<file path="src/rtl/mips_pkg.sv">
// Shared MIPS core definitions: opcodes, default reset/NOP words, fetch FSM encoding
// and the IF/ID payload layout.
package mips_pkg;

  localparam logic [5:0] R_TYPE = 6'h00;
  localparam logic [5:0] BEQ    = 6'h04;
  localparam logic [5:0] BNE    = 6'h05;
  localparam logic [5:0] ADDI   = 6'h08;
  localparam logic [5:0] ORI    = 6'h0D;
  localparam logic [5:0] LUI    = 6'h0F;

  // sll $0,$0,0: decodes as R-type with no architectural effect
  localparam logic [31:0] DEF_NOP_INSTR = 32'h0000_0000;
  localparam logic [31:0] DEF_RESET_PC  = 32'h0000_0000;

  typedef enum logic {
    S_REQ  = 1'b0,
    S_DROP = 1'b1
  } fetch_state_e;

  typedef struct packed {
    logic [31:0] instr;
    logic [31:0] pc_plus4;
  } ifid_t;

  function automatic logic [5:0] opcode(input logic [31:0] w);
    return w[31:26];
  endfunction

  function automatic logic [31:0] word_align(input logic [31:0] a);
    return {a[31:2], 2'b00};
  endfunction

endpackage

</file>
<file path="src/rtl/ifid_reg.sv">
// IF/ID pipeline register. Priority: reset > flush > load > hold; an unheld,
// unloaded register drops to a bubble because decode consumed its contents.
module ifid_reg
  import mips_pkg::*;
#(
  parameter logic [31:0] NOP_INSTR = DEF_NOP_INSTR
) (
  input  logic        clk_i,
  input  logic        rst_i,
  input  logic        load_i,
  input  logic        hold_i,
  input  logic        flush_i,
  input  ifid_t       d_i,
  output logic [31:0] instr_o,
  output logic [31:0] pc_plus4_o,
  output logic        valid_o
);

  ifid_t q;
  logic  vld;

  always_ff @(posedge clk_i) begin
    if (rst_i) begin
      q   <= '{instr: NOP_INSTR, pc_plus4: 32'h0};
      vld <= 1'b0;
    end else if (flush_i) begin
      vld <= 1'b0;
    end else if (load_i) begin
      q   <= d_i;
      vld <= 1'b1;
    end else if (!hold_i) begin
      vld <= 1'b0;
    end
  end

  assign instr_o    = vld ? q.instr : NOP_INSTR;
  assign pc_plus4_o = q.pc_plus4;
  assign valid_o    = vld;

endmodule

</file>
<file path="src/rtl/instr_fetch_stage.sv">
// Fetch stage: owns the PC, issues word fetches over req/ready and fills IF/ID.
// S_DROP drains a request that was already raised when a redirect arrived.
module instr_fetch_stage
  import mips_pkg::*;
#(
  parameter logic [31:0] RESET_PC  = DEF_RESET_PC,
  parameter logic [31:0] NOP_INSTR = DEF_NOP_INSTR
) (
  input  logic        clk_i,
  input  logic        rst_i,
  input  logic        stall_i,
  input  logic        branch_taken_i,
  input  logic [31:0] branch_target_i,
  output logic        imem_req_o,
  output logic [31:0] imem_addr_o,
  input  logic        imem_ready_i,
  input  logic [31:0] imem_rdata_i,
  output logic [31:0] instr_o,
  output logic [5:0]  instr_op_o,
  output logic [31:0] pc_plus4_o,
  output logic        valid_o
);

  fetch_state_e state;
  logic [31:0]  pc;
  logic [31:0]  held_addr;
  logic [31:0]  pc_plus4;
  logic [31:0]  target;
  logic         can_take;
  logic         xfer;
  logic         load;
  ifid_t        ifid_d;

  assign target   = word_align(branch_target_i);
  assign pc_plus4 = pc + 32'd4;
  assign can_take = !valid_o || !stall_i;

  // A pending drop must complete even under stall, since a raised req cannot be withdrawn.
  assign imem_req_o  = !rst_i && ((state == S_DROP) || can_take);
  assign imem_addr_o = rst_i ? RESET_PC : ((state == S_DROP) ? held_addr : pc);
  assign xfer        = imem_req_o && imem_ready_i;

  always_ff @(posedge clk_i) begin
    if (rst_i) begin
      state     <= S_REQ;
      pc        <= RESET_PC;
      held_addr <= RESET_PC;
    end else begin
      case (state)
        S_REQ: begin
          if (branch_taken_i) begin
            pc <= target;
            if (imem_req_o && !imem_ready_i) begin
              held_addr <= pc;
              state     <= S_DROP;
            end
          end else if (xfer) begin
            pc <= pc_plus4;
          end
        end
        S_DROP: begin
          if (branch_taken_i) pc <= target;
          if (xfer) state <= S_REQ;
        end
        default: state <= S_REQ;
      endcase
    end
  end

  assign load   = xfer && (state == S_REQ) && !branch_taken_i;
  assign ifid_d = '{instr: imem_rdata_i, pc_plus4: pc_plus4};

  ifid_reg #(
    .NOP_INSTR (NOP_INSTR)
  ) u_ifid (
    .clk_i      (clk_i),
    .rst_i      (rst_i),
    .load_i     (load),
    .hold_i     (stall_i),
    .flush_i    (branch_taken_i),
    .d_i        (ifid_d),
    .instr_o    (instr_o),
    .pc_plus4_o (pc_plus4_o),
    .valid_o    (valid_o)
  );

  assign instr_op_o = opcode(instr_o);

endmodule

</file>
<file path="config.mk">
export PLATFORM = sky130hd
export DESIGN_NAME = instr_fetch_stage
export DESIGN_NICKNAME = d
export VERILOG_FILES = /design/src/rtl/mips_pkg.sv /design/src/rtl/ifid_reg.sv /design/src/rtl/instr_fetch_stage.sv
export SDC_FILE = /design/constraint.sdc
export NUM_CORES = 1
export LEC_CHECK = 0
export CAP_MARGIN = 20
export CORE_AREA = 2 2 121 123
export DETAILED_ROUTE_END_ITERATION = 10
export DIE_AREA = 0 0 123 125
export DONT_BUFFER_PORTS = 1
export GPL_ROUTABILITY_DRIVEN = 0
export PLACE_DENSITY = 0.66
export SYNTH_ARGS = -nofsm -noshare
export SYNTH_HDL_FRONTEND = slang
export SYNTH_SLANG_ARGS = --single-unit
</file>
<file path="constraint.sdc">
create_clock -name clk_i -period 1.8 [get_ports clk_i]
set_input_delay 0.18 -clock clk_i [delete_from_list [all_inputs] [get_ports clk_i]]
set_output_delay 0.18 -clock clk_i [all_outputs]
set_load 0.005 [all_outputs]
</file>
==> reports/metrics.csv <==
stage;metric;value;unit
placed_design;DP Worst Slack;-0.08938;ns
synth;flops & latches, synth;124;
drt;Met1 Routed Length;8139;microns
layout;design area;7537;sq um
floorplan;initial core utilization;44.02;%
pwr;P per Cell Area;991.3;nW/um^2
synth;Warnings, synthesis;0;
synth;synthesized area per cell;7.719;sq um
synth;synth top area cells;dfxtp_1, nand2_1, nor2_1;
drt;drt first pass iters;5;
cts;Hold Buf Count CTS;10;
cts;# clock sinks;124;
synth;cell accounting for the most synthesized area;dfxtp_1;
layout;nets;881;
grt;antenna violations before repair;1;
synth;sequential share of the synthesized area;39.70;%
sta;Fin Clk Skew;0.01113;ns
cts;TritonCTS Buffers;17;
synth;Synth Cell Area;6252;sq um
sta;final hold viol count;86;
sta;Tcrit/Tclk final;102.5;%
floorplan;Rows;44;
outcome;outcome;finished, violations left;
critical_path;critical path endpoint category;flip-flop;
layout;layout cells sized above 1;19.78;%
worst_hold_path;Hold WC Path Type;primary input to flip-flop;
layout;area grow syn2layout;20.55;%
sta;final worst slack;-0.04490;ns
layout;commonest non-fill, non-tap cells in the layout;nand2_1, dfxtp_1, nor2_1, buf_4, a21oi_1;
critical_path;Worst Path Max Fanout;6;
cts;CTS root buf;clkbuf_16;
drt;uppermost layer routed;met4;
grt;gr ovfl total;0;
synth;Synth cell types;53;
drt;ANT nets after route;0;
critical_path;Worst EP arrival;2.14;ns
drt;via count;5545;
cts;Clock Latency Late Sink;0.42;ns
critical_path;Data required, critical path;2.09;ns
drt;vias per cell;5.496;
grt;global-route wire length before repair;26830;microns
synth;FFs w/ async S/R, synth;0;%
floorplan;die width;123;microns
sta;Achievable Freq;0.5420;GHz
drt;final WL;17620;microns
layout;most common cell after layout, fill and taps aside;nand2_1;
drt;met3 wire length;1451;microns
grt;GRT Resource Usage Total;22.51;%
floorplan;die area;15380;sq um
cts;clk slew on worst S/H paths;0.05;ns
synth;Synth Flop Type;dfxtp_1;
pwr;Max VDD drop;0.0006424;V
drt;DRC violations left;0;
sta;Setup Viol. Count Final;2;
job;# Max-Cap Violations;0;
layout;Core Util, Final;53.07;%
cts;TritonCTS clock tree;yes;
critical_path;Worst setup SP type;flip-flop;
placed_design;placed cell areas;6486;sq um
synth;Cells after Synth;810;
floorplan;die span in y;125;microns
placed_design;port bufs;0;
critical_path;critical path type;flip-flop to flip-flop;
cts;Longest Clk Path Bufs;2;
floorplan;core area;14200;sq um
sta;max-slew violation count;0;
synth;post-synth top area share;39.70;%
outcome;failing checks;negative hold slack, negative setup slack;
placed_design;DP HPWL;12160;microns
drt;drt initial violations;470;
sta;clock period minus worst slack;1.845;ns
sta;hold slack;-0.1721;ns
grt;largest net degree at the start of global routing;122;
drt;DR WL/cell;17.47;microns
floorplan;IO Count;173;
cts;H-tree depth;4;
pwr;leakage;2.827;nW
drt;wire length on met2;7742;microns
grt;vias in the first global route;5080;
synth;Post-synth EDFFs;0;
sta;unrepaired setup endpoints after global routing;true;
[metrics by stage]
step                      total power [mW]    TNS, ns  cells  hold slack (ns)
after floorplan                      3.510          0    813           0.2568
after global placement               3.645   -0.03338    960           0.2525
after detailed placement             3.655    -0.2669    960           0.2535
after CTS                            7.504  -0.002757   1002          -0.1846
after global routing                 7.750    -0.9985   1009          -0.1812
final                                7.472   -0.07728   1009          -0.1721
[power breakdown]
part | switching (mW) | leakage, nW | internal, mW
sequential | 0.102 | 1.02 | 2.87
combinational | 0.394 | 1.50 | 0.288
clock | 1.28 | 0.313 | 2.54
total | 1.77 | 2.83 | 5.70
[kinds of logic after synthesis]
| family | after synthesis | synth area share [%] |
|---|---|---|
| muxes | 30 | 4.803 |
| other | 1 | 0.05998 |
| xor gates and xnor gates | 27 | 3.782 |
| and+or+nand+nor | 372 | 27.58 |
| adders and majority gates | 1 | 0.2001 |
| DFF | 124 | 39.70 |
| buffers and inverters | 114 | 9.826 |
| AOI/OAI and AO/OA | 141 | 14.05 |
[worst paths after layout]
kind	start	end	slack [ns]	cells past startpoint
max	pc[6]	u_ifid.pc_plus4_o[21]	-0.04	7
min	rst_i	pc[9]	-0.17	1
max reg2reg	pc[6]	u_ifid.pc_plus4_o[21]	-0.04	7
min reg2reg	u_ifid.q[45]	u_ifid.q[45]	0.45	2
[Yosys cell counts (14+ instances only)]
cell type,n
a211oi_1,27
a21oi_1,50
and2_1,33
buf_2,14
buf_4,43
clkbuf_1,39
dfxtp_1,124
mux2i_1,30
nand2_1,147
nand3_1,46
nor2_1,89
nor3_1,14
o21ai_0,29
xnor2_1,17
[worst max-delay path, stage by stage (launching register included)]
cell and delay (ns):
dfxtp_2 0.33, nand4_1 0.23, buf_4 0.24, nor3_4 0.20, buf_6 0.16, nand4_1 0.12, xor2_1 0.31, a211oi_1 0.12
[final cells by class]
cell class | instances | area, sq um
Fill cell | 1360 | 6666
Multi-Input combinational cell | 575 | 3382
Sequential cell | 124 | 2501
Timing Repair Buffer | 86 | 730.7
Clock buffer | 19 | 452.9
Tap cell | 184 | 230.2
Clock inverter | 13 | 211.5
Inverter | 7 | 26.28
Antenna cell | 1 | 2.502
[metal layers]
metal	vias to the layer above	global-route usage, %
met5	-	0
met4	0	8.021
met3	28	6.706
met2	215	32.43
met1	2586	31.80
li1	2716	-
[state kept, by name, summed over array words and instances (netlist names)]
name / cells
state: 1
held_addr: 30
u_ifid.pc_plus4_o: 30
u_ifid.valid_o: 1
pc: 30
u_ifid.q: 32
[repair_timing]
item                                    4_1_cts  5_1_grt
pin swaps                                     0       23
cloned                                        0        0
hold endpoints to repair                     92       84
buffers inserted                              0        6
gates resized for setup                       4       55
endpoints found under the setup margin        8       47
No activity file was read; power rests on OpenSTA's default activity.
